==> config.mk <==
export PLATFORM = sky130hd
export DESIGN_NAME = fir_decimator
export DESIGN_NICKNAME = d
export VERILOG_FILES = /design/src/rtl/fir_pkg.sv /design/src/rtl/fir_skid_fifo2.sv /design/src/rtl/fir_decimator.sv
export SDC_FILE = /design/constraint.sdc
export NUM_CORES = 1
export LEC_CHECK = 0
export CAP_MARGIN = 5
export CORE_ASPECT_RATIO = 1.5
export CORE_MARGIN = 1.5
export CORE_UTILIZATION = 45
export CTS_BUF_LIST = sky130_fd_sc_hd__clkbuf_4 sky130_fd_sc_hd__clkbuf_8
export DETAILED_ROUTE_END_ITERATION = 10
export GPL_TIMING_DRIVEN = 0
export PLACE_DENSITY = 0.74
export RECOVER_POWER = 50
export SKIP_CTS_REPAIR_TIMING = 1
export SYNTH_ARGS = -nofsm -noshare
export SYNTH_HDL_FRONTEND = slang
export SYNTH_SLANG_ARGS = --single-unit
==> constraint.sdc <==
create_clock -name clk -period 2.1 [get_ports clk]
set_input_delay 0.42 -clock clk [delete_from_list [all_inputs] [get_ports clk]]
set_output_delay 0.42 -clock clk [all_outputs]
set_load 0.01 [all_outputs]
==> src/rtl/fir_pkg.sv <==
// Shared definitions for the FIR filter chain: sample width, sample type
// and a constant ceil(log2) helper used to size counters and accumulators.
package fir_pkg;

  localparam int SAMPLE_W = 16;

  typedef logic signed [SAMPLE_W-1:0] sample_t;

  // Ceiling log2; clog2(1) = 0.
  function automatic int clog2(input int unsigned value);
    int unsigned p;
    int          r;
    p = 1;
    r = 0;
    while (p < value) begin
      p = p << 1;
      r = r + 1;
    end
    return r;
  endfunction

endpackage

==> src/rtl/fir_skid_fifo2.sv <==
// Two-entry valid/ready FIFO. The head register drives the output directly.
// A push and a pop in the same cycle at count 1 replace the head in place.
module fir_skid_fifo2
  import fir_pkg::*;
#(
  parameter int DW = SAMPLE_W
) (
  input  logic          clk,
  input  logic          rst,
  input  logic          clr,
  input  logic          push,
  input  logic [DW-1:0] push_data,
  input  logic          pop_ready,
  output logic [1:0]    count,
  output logic [DW-1:0] head,
  output logic          head_valid
);

  logic [DW-1:0] tail;
  logic          pop;
  logic          do_push;

  assign head_valid = (count != 2'd0);
  assign pop        = head_valid && pop_ready;
  assign do_push    = push && (count != 2'd2);

  // Storage and occupancy; clear wins over push and pop.
  always_ff @(posedge clk or negedge rst) begin
    if (!rst) begin
      count <= '0;
      head  <= '0;
      tail  <= '0;
    end else if (clr) begin
      count <= '0;
    end else begin
      case (count)
        2'd0: begin
          if (do_push) begin
            head  <= push_data;
            count <= 2'd1;
          end
        end
        2'd1: begin
          if (do_push && pop) begin
            head <= push_data;
          end else if (do_push) begin
            tail  <= push_data;
            count <= 2'd2;
          end else if (pop) begin
            count <= 2'd0;
          end
        end
        default: begin
          if (pop) begin
            head  <= tail;
            count <= 2'd1;
          end
        end
      endcase
    end
  end

endmodule

==> src/rtl/fir_decimator.sv <==
// Decimate-by-DECIM stage with a 2-entry output FIFO.
// Default: pick mode, keeps the sample at index PHASE of each group.
// Define FIR_DECIM_ACC_DUMP_EN for boxcar mode: each group is summed,
// rounded half up, divided by DECIM (power of two) and saturated.
module fir_decimator
  import fir_pkg::*;
#(
  parameter int DECIM = 4,
  parameter int PHASE = 0,
  parameter int DW    = SAMPLE_W
) (
  input  logic          clk,
  input  logic          rst,
  input  logic          phase_clr,
  input  logic          in_valid,
  input  logic [DW-1:0] in_sample,
  output logic          in_ready,
  output logic          out_valid,
  input  logic          out_ready,
  output logic [DW-1:0] out_sample
);

  localparam int           LW       = clog2(DECIM);
  localparam int           PW       = (LW > 0) ? LW : 1;
  localparam logic [PW-1:0] LAST    = PW'(DECIM - 1);
  localparam logic [PW-1:0] KEEP_PH = PW'(PHASE);
  localparam bit           KEEP_ALL = (DECIM == 1);

  logic [PW-1:0] phase;
  logic          rdy_en;
  logic [1:0]    count;
  logic          accept;
  logic          last;
  logic          push;
  logic [DW-1:0] push_data;

  // in_ready comes from registers only; rdy_en holds it low until the
  // first edge after reset release.
  assign in_ready = rdy_en && (count != 2'd2);
  assign accept   = in_valid && in_ready;
  assign last     = (phase == LAST);

  // Phase counter over each group of DECIM accepted samples.
  always_ff @(posedge clk or negedge rst) begin
    if (!rst) begin
      phase  <= '0;
      rdy_en <= 1'b0;
    end else begin
      rdy_en <= 1'b1;
      if (phase_clr) begin
        phase <= '0;
      end else if (accept) begin
        phase <= last ? '0 : phase + 1'b1;
      end
    end
  end

`ifdef FIR_DECIM_ACC_DUMP_EN
  localparam int AW = DW + LW;
  localparam logic signed [AW:0] HALF = (AW+1)'((1 << LW) >> 1);
  localparam logic signed [AW:0] MAXV = {{(AW-DW+2){1'b0}}, {(DW-1){1'b1}}};
  localparam logic signed [AW:0] MINV = {{(AW-DW+2){1'b1}}, {(DW-1){1'b0}}};

  if ((1 << LW) != DECIM) begin : g_bad_decim
    $error("fir_decimator: DECIM must be a power of two in boxcar mode");
  end

  logic signed [AW-1:0] acc;
  logic signed [AW:0]   sum;
  logic signed [AW:0]   shifted;

  // Running group sum, rounded divide and saturation of the dumped value.
  always_comb begin
    sum       = {acc[AW-1], acc} + {{(AW+1-DW){in_sample[DW-1]}}, in_sample};
    shifted   = (sum + HALF) >>> LW;
    push_data = shifted[DW-1:0];
    if (shifted > MAXV) begin
      push_data = MAXV[DW-1:0];
    end else if (shifted < MINV) begin
      push_data = MINV[DW-1:0];
    end
  end

  assign push = accept && last && !phase_clr;

  // Accumulator, cleared at each group boundary.
  always_ff @(posedge clk or negedge rst) begin
    if (!rst) begin
      acc <= '0;
    end else if (phase_clr) begin
      acc <= '0;
    end else if (accept) begin
      acc <= last ? '0 : sum[AW-1:0];
    end
  end
`else
  assign push      = accept && (KEEP_ALL || (phase == KEEP_PH));
  assign push_data = in_sample;
`endif

  fir_skid_fifo2 #(
    .DW(DW)
  ) u_fifo (
    .clk       (clk),
    .rst       (rst),
    .clr       (phase_clr),
    .push      (push),
    .push_data (push_data),
    .pop_ready (out_ready),
    .count     (count),
    .head      (out_sample),
    .head_valid(out_valid)
  );

endmodule

==> qor.txt, run 1 <==
top cell type's share of synthesized area - 0.440
Setup CP Type - primary input to flop
Int Pwr - 1.48 mW
Syn Inst Count - 198
Slew Limit Fails - 0
grt ovf - 0
switching share of power - 0.279
crit path DAT - 2.16 ns
die area - 5110 µm²
first-pass GRT wire length - 8.71 mm
Final Hold Viols - 0
largest net degree at the start of global routing - 38
largest area contributor in the netlist - dfrtp_1
clk sink count - 37
Max Clk Rate - 0.505 GHz
CP endpoint kind - flop
period utilization - 0.943
most frequent cell after synthesis - dfrtp_1
synth unique cells - 29
initial core utilization - 0.468
Avg WL per Cell - 17.9 µm
via count - 1823
maximum vdd ir drop - 0.464 mV
detailed placement HPWL - 3.46 mm
Seq pwr share - 0.433
top cells by area, synth - dfrtp_1 (44%), a41o_1 (7.6%), mux2_4 (7.1%), a221oi_1 (6.7%), a311oi_1 (6.7%)
final setup vio count - 0
Hold Crit Class - primary input to async pin
Routability Congestion - 0.770
die height - 86.8 µm
Register Area - 926 µm²
Chip Width - 58.9 µm
Core ar. - 4500 µm²
worst reg-to-reg setup slack - 0.15 ns
placed cell area - 2530 µm²
Yosys Warn Count - 0
Antenna Cells - 0
Logic pwr share - 0.244
Area Overhead vs Synth - 26.6%
reg2reg end - u_fifo.tail[9]$_DFFE_PN0P_
RSZ-0062 raised after global routing - no
Reg clk slew, reported paths - 0.08 ns
Post-synth EDFFs - 0
number of fill cells - 405
post-layout minimum cycle time - 1.98 ns
layout cell share with drive strength beyond 1 - 0.185
Syn Std Cell Area - 2110 µm²
CTS tree - done
reg2reg start - phase[0]$_DFFE_PN0P_
Post-DRT Antenna Nets - 0
top_reg_cell synth - dfrtp_1
root buf cell - clkbuf_8
Site Rows - 30
H-tree levels - 2
Psw - 574 µW
Clock Skews - 0.00330 ns
first drt pass iteration count - 4
Rel. slew slack - 0.368
DR vias/cell - 6.26
hold slack - 0.255 ns
IO Count - 39
Power Dens Cells - 772 nW/µm²
syn_area_per_cell - 10.6 µm²
nets@finish - 265
CP Max Fanout - 10
gr usage total - 0.222
fin worst setup slack - 0.121 ns
required time worst endpoint - 2.29 ns
Leak - 1.30 nW
Max Cap Viol - 0
vias in the first global route - 1793
PortBufs - 37
asr flop ratio synth - 1.00
drt drc - 0
Seq/Total Area, Yosys - 0.440
finished layout cell area - 2670 µm²
worst skew pair latency - 0.30 ns
R2R depth - 8
cts bufs inserted - 5
drt first-iter violations - 77
drt total wl - 5.21 mm
startpoint class of the critical path - primary input
#FFs+latches synth - 37
Post-synth top cells - dfrtp_1 (37), inv_1 (35)
clk buf depth - 2
multi-input logic area - 930 µm²
initial antenna violation count - 0
actual slew at the worst max-slew pin - 0.948 ns
syn nets - 221
status - completed
pre-CTS setup slack - -0.220 ns
Clock power frac - 0.323
## worst max-delay path, cell delays in order
cell,delay (ns)
clkdlybuf4s50_1,0.52
nor2_2,0.41
nand4_4,0.25
buf_6,0.24
mux2_4,0.31
## final cells by class
class,instances,share of cell area
multi-input combinational,104,0.349
timing repair buffer,37,0.139
inverter,35,0.0493
buffer,22,0.0479
clock buffer,6,0.0310
tap,48,0.0225
clock inverter,2,0.0141
sequential,37,0.347
## per-layer routing
layer,global-route usage,share of wire
met2,0.370,0.51
met5,0,0
met4,0.0826,0.017
met1,0.288,0.42
met3,0.0313,0.050
## sequential cells by signal (all words and copies together), names as in the netlist
name          flops
u_fifo.tail      16
u_fifo.count      2
u_fifo.head      16
phase             2
rdy_en            1
## kinds of logic after synthesis
kind of cell	count (synthesis)	synth area share
multiplexers	16	0.103
AND/OR/NAND/NOR	13	0.0458
adder cells (fa/ha/maj)	2	0.0119
buffers and inverters	57	0.119
XOR/XNOR	1	0.00416
flip-flops	37	0.440
AO/OA/AOI/OAI	71	0.275
other	1	0.00178
## worst max-delay path by stage
stage	from	endpoint	slack (ns)	cells past startpoint
after floorplan	phase[0]$_DFFE_PN0P_	u_fifo.tail[10]$_DFFE_PN0P_	0.34	8
after global placement	rst	u_fifo.tail[10]$_DFFE_PN0P_	-0.31	1
after detailed placement	out_ready	u_fifo.head[15]$_DFFE_PN0P_	-0.22	5
after CTS	rdy_en$_DFF_PN0_	in_ready	-0.20	4
after global routing	phase[0]$_DFFE_PN0P_	u_fifo.tail[9]$_DFFE_PN0P_	0.05	8
final	phase_clr	u_fifo.tail[9]$_DFFE_PN0P_	0.12	5
## stage by stage
step / instances / TNS [ns] / power (mW) / utilization
global route: 291 / 0 / 2.15 / 0.592
CTS: 291 / -0.339 / 2.07 / 0.589
detailed placement: 283 / -3.99 / 1.41 / 0.562
global placement: 283 / -14.62 / 1.40 / 0.563
finish: 291 / 0 / 2.06 / 0.592
floorplan: 198 / 0 / 1.19 / -
## power groups by stage
stage,Sequential (mW),Clock [mW],Combinational [mW]
finish,0.891,0.664,0.503
global route,0.903,0.694,0.551
CTS,0.889,0.668,0.509
detailed placement,0.902,0,0.506
global placement,0.900,0,0.498
floorplan,0.903,0,0.287
## cell usage in the layout, fill, tap and decap left out, types with 2 or more instances in the layout
cell type / count
nand2b_1: 3
clkbuf_8: 6
clkdlybuf4s50_1: 29
clkbuf_2: 3
buf_4: 4
inv_1: 35
o22ai_1: 16
o21ai_0: 2
dfrtp_1: 37
buf_2: 7
mux2_4: 10
ha_1: 2
a41o_1: 16
mux2_2: 6
a21oi_1: 4
a311oi_1: 16
buf_6: 2
clkbuf_1: 5
nor2b_1: 2
dlymetal6s2s_1: 2
a221oi_1: 16
dlygate4sd3_1: 5
No activity file was read; power rests on OpenSTA's default activity.
==> run 2: changes to the inputs <==
--- a/config.mk
+++ b/config.mk
@@ -5,6 +5,7 @@
 export SDC_FILE = /design/constraint.sdc
 export NUM_CORES = 1
 export LEC_CHECK = 0
+export ABC_AREA = 1
 export CAP_MARGIN = 5
 export CORE_ASPECT_RATIO = 1.5
 export CORE_MARGIN = 1.5
@@ -12,7 +13,7 @@
 export CTS_BUF_LIST = sky130_fd_sc_hd__clkbuf_4 sky130_fd_sc_hd__clkbuf_8
 export DETAILED_ROUTE_END_ITERATION = 10
 export GPL_TIMING_DRIVEN = 0
-export PLACE_DENSITY = 0.74
+export PLACE_DENSITY = 0.76
 export RECOVER_POWER = 50
 export SKIP_CTS_REPAIR_TIMING = 1
 export SYNTH_ARGS = -nofsm -noshare
==> qor.txt, run 2 <==
R2R depth - 8
Max Cap Viol - 0
Core ar. - 3990 µm²
switching share of power - 0.313
#FFs+latches synth - 37
Post-DRT Antenna Nets - 0
clk sink count - 37
commonest cells after routing, fill and taps aside - dfrtp_1 (37), nand2_1 (36), clkdlybuf4s50_1 (35)
Slew Limit Fails - 0
Psw - 849 µW
multi-input logic area - 766 µm²
PortBufs - 38
DR vias/cell - 5.11
Antenna Cells - 0
Int Pwr - 1.87 mW
Hold Crit Class - primary input to async pin
initial core utilization - 0.475
grt ovf - 0
largest family of logic cells by synthesized area - compound AO/OA/AOI/OAI gates
Routability Congestion - 0.795
syn_area_per_cell - 9.68 µm²
Area Overhead vs Synth - 26.2%
Logic pwr share - 0.356
period utilization - 0.889
first-pass GRT wire length - 6.80 mm
required time worst endpoint - 2.28 ns
cts bufs inserted - 5
Chip Width - 56.0 µm
nets@finish - 263
die area - 4620 µm²
syn nets - 219
number of fill cells - 364
final setup vio count - 0
drt drc - 0
fin worst setup slack - 0.234 ns
Power Dens Cells - 1130 nW/µm²
largest area contributor in the netlist - dfrtp_1
root buf cell - clkbuf_8
Site Rows - 28
CP Max Fanout - 10
Seq/Total Area, Yosys - 0.488
drt first-iter violations - 46
drt total wl - 3.85 mm
Post-synth EDFFs - 0
CTS tree - done
post-layout minimum cycle time - 1.87 ns
maximum vdd ir drop - 0.687 mV
biggest regs - u_fifo.head x16, u_fifo.tail x16
crit path DAT - 2.05 ns
Syn Inst Count - 196
Seq pwr share - 0.423
RSZ-0062 raised after global routing - no
Post-Synth XOR/XNOR Area - 0
largest net degree at the start of global routing - 38
Rel. slew slack - 0.391
Yosys Warn Count - 0
clk buf depth - 2
vias in the first global route - 1459
actual slew at the worst max-slew pin - 0.914 ns
worst reg-to-reg setup slack - 0.33 ns
Avg WL per Cell - 13.5 µm
simple-gate portion of the synthesized area - 0.173
worst skew pair latency - 0.29 ns
startpoint class of the critical path - primary input
CP endpoint kind - flop
Clock power frac - 0.221
status - completed
Max Clk Rate - 0.536 GHz
Setup CP Type - primary input to flop
mux share of post-synthesis cell area - 0
dpl cells - 279
reg2reg start - u_fifo.count[1]$_DFFE_PN0P_
Final Hold Viols - 0
Clock Skews - 0.00628 ns
pre-CTS setup slack - 0.124 ns
H-tree levels - 2
die height - 82.5 µm
commonest non-fill, non-tap cell in the layout - dfrtp_1
IO Count - 39
first drt pass iteration count - 4
layout cell share with drive strength beyond 1 - 0.238
detailed placement HPWL - 2.64 mm
synth unique cells - 28
Reg clk slew, reported paths - 0.07 ns
top_reg_cell synth - dfrtp_1
Synth Area in Compound Gates - 0.231
gr usage total - 0.195
finished layout cell area - 2390 µm²
most frequent cell after synthesis - dfrtp_1
Total Power - 2.72 mW
Leak - 1.09 nW
Post-synth top cells - dfrtp_1 (37), nand2_1 (36), inv_1 (20)
top cells by area, synth - dfrtp_1 (49%), o21ai_2 (7.4%), nand2_1 (7.1%), a21oi_2 (6.5%), o21a_1 (6.3%)
reg2reg end - u_fifo.tail[4]$_DFFE_PN0P_
initial antenna violation count - 0
via count - 1455
top cell type's share of synthesized area - 0.488
Final Instance Count excl. Fillers - 285
post-synthesis adder-cell area fraction - 0.0132
Register Area - 926 µm²
asr flop ratio synth - 1.00
Syn Std Cell Area - 1900 µm²
placed cell area - 2330 µm²
==> run 2: critical path: stages <==
cell and delay [ns]:
dlygate4sd3_1 0.60, nand3_1 0.18, nor2_4 0.12, nand4_1 0.32, buf_6 0.28, nand2_1 0.07
o21ai_2 0.05
==> run 2: cell families after synthesis <==
kind of cell    count (synthesis)
simple gates                   68
compound gates                 54
flops                          37
buf+inv                        34
fa+ha+maj                       2
other cells                     1
==> run 2: power groups by stage <==
stage	clock network [mW]	logic [mW]	registers [mW]
6_report	0.600	0.967	1.15
5_1_grt	0.638	1.08	1.18
4_1_cts	0.610	0.999	1.15
3_5_place_dp	0	0.996	1.16
3_3_place_gp	0	0.976	1.15
2_1_floorplan	0	0.497	1.21
==> run 2: worst max path at each step <==
| stage | start | to | slack [ns] | depth (start not counted) |
|---|---|---|---|---|
| 2_1_floorplan | u_fifo.count[1]$_DFFE_PN0P_ | in_ready | 0.67 | 3 |
| 3_3_place_gp | rst | u_fifo.tail[6]$_DFFE_PN0P_ | -0.29 | 1 |
| 3_5_place_dp | u_fifo.count[1]$_DFFE_PN0P_ | in_ready | 0.12 | 4 |
| 4_1_cts | u_fifo.count[1]$_DFFE_PN0P_ | in_ready | -0.22 | 4 |
| 5_1_grt | in_valid | u_fifo.tail[11]$_DFFE_PN0P_ | 0.13 | 7 |
| 6_report | in_valid | u_fifo.tail[4]$_DFFE_PN0P_ | 0.23 | 7 |
==> run 2: cell type report <==
| type | count | share of cell area |
|---|---|---|
| flip-flops and latches | 37 | 0.387 |
| multi-input cells | 125 | 0.320 |
| repair buffers | 38 | 0.158 |
| inverters | 24 | 0.0376 |
| plain buffers | 9 | 0.0313 |
| clock buffers | 5 | 0.0287 |
| well taps | 45 | 0.0235 |
| clock inverters | 2 | 0.0146 |
==> run 2: routing by layer <==
metal	global-route usage	wire [µm]	up-vias
li1	-	-	717
met1	0.223	1560	685
met2	0.345	2010	47
met3	0.0514	193	6
met4	0.0857	78	0
met5	0	0	-
==> run 2: per-stage QoR <==
step                setup TNS [ns]  hold WS (ns)  utilization
floorplan                        0         0.124            -
global placement            -10.72         0.464        0.585
detailed placement               0         0.467        0.583
CTS                         -0.219         0.252        0.609
global route                     0         0.316        0.600
finish                           0         0.247        0.600
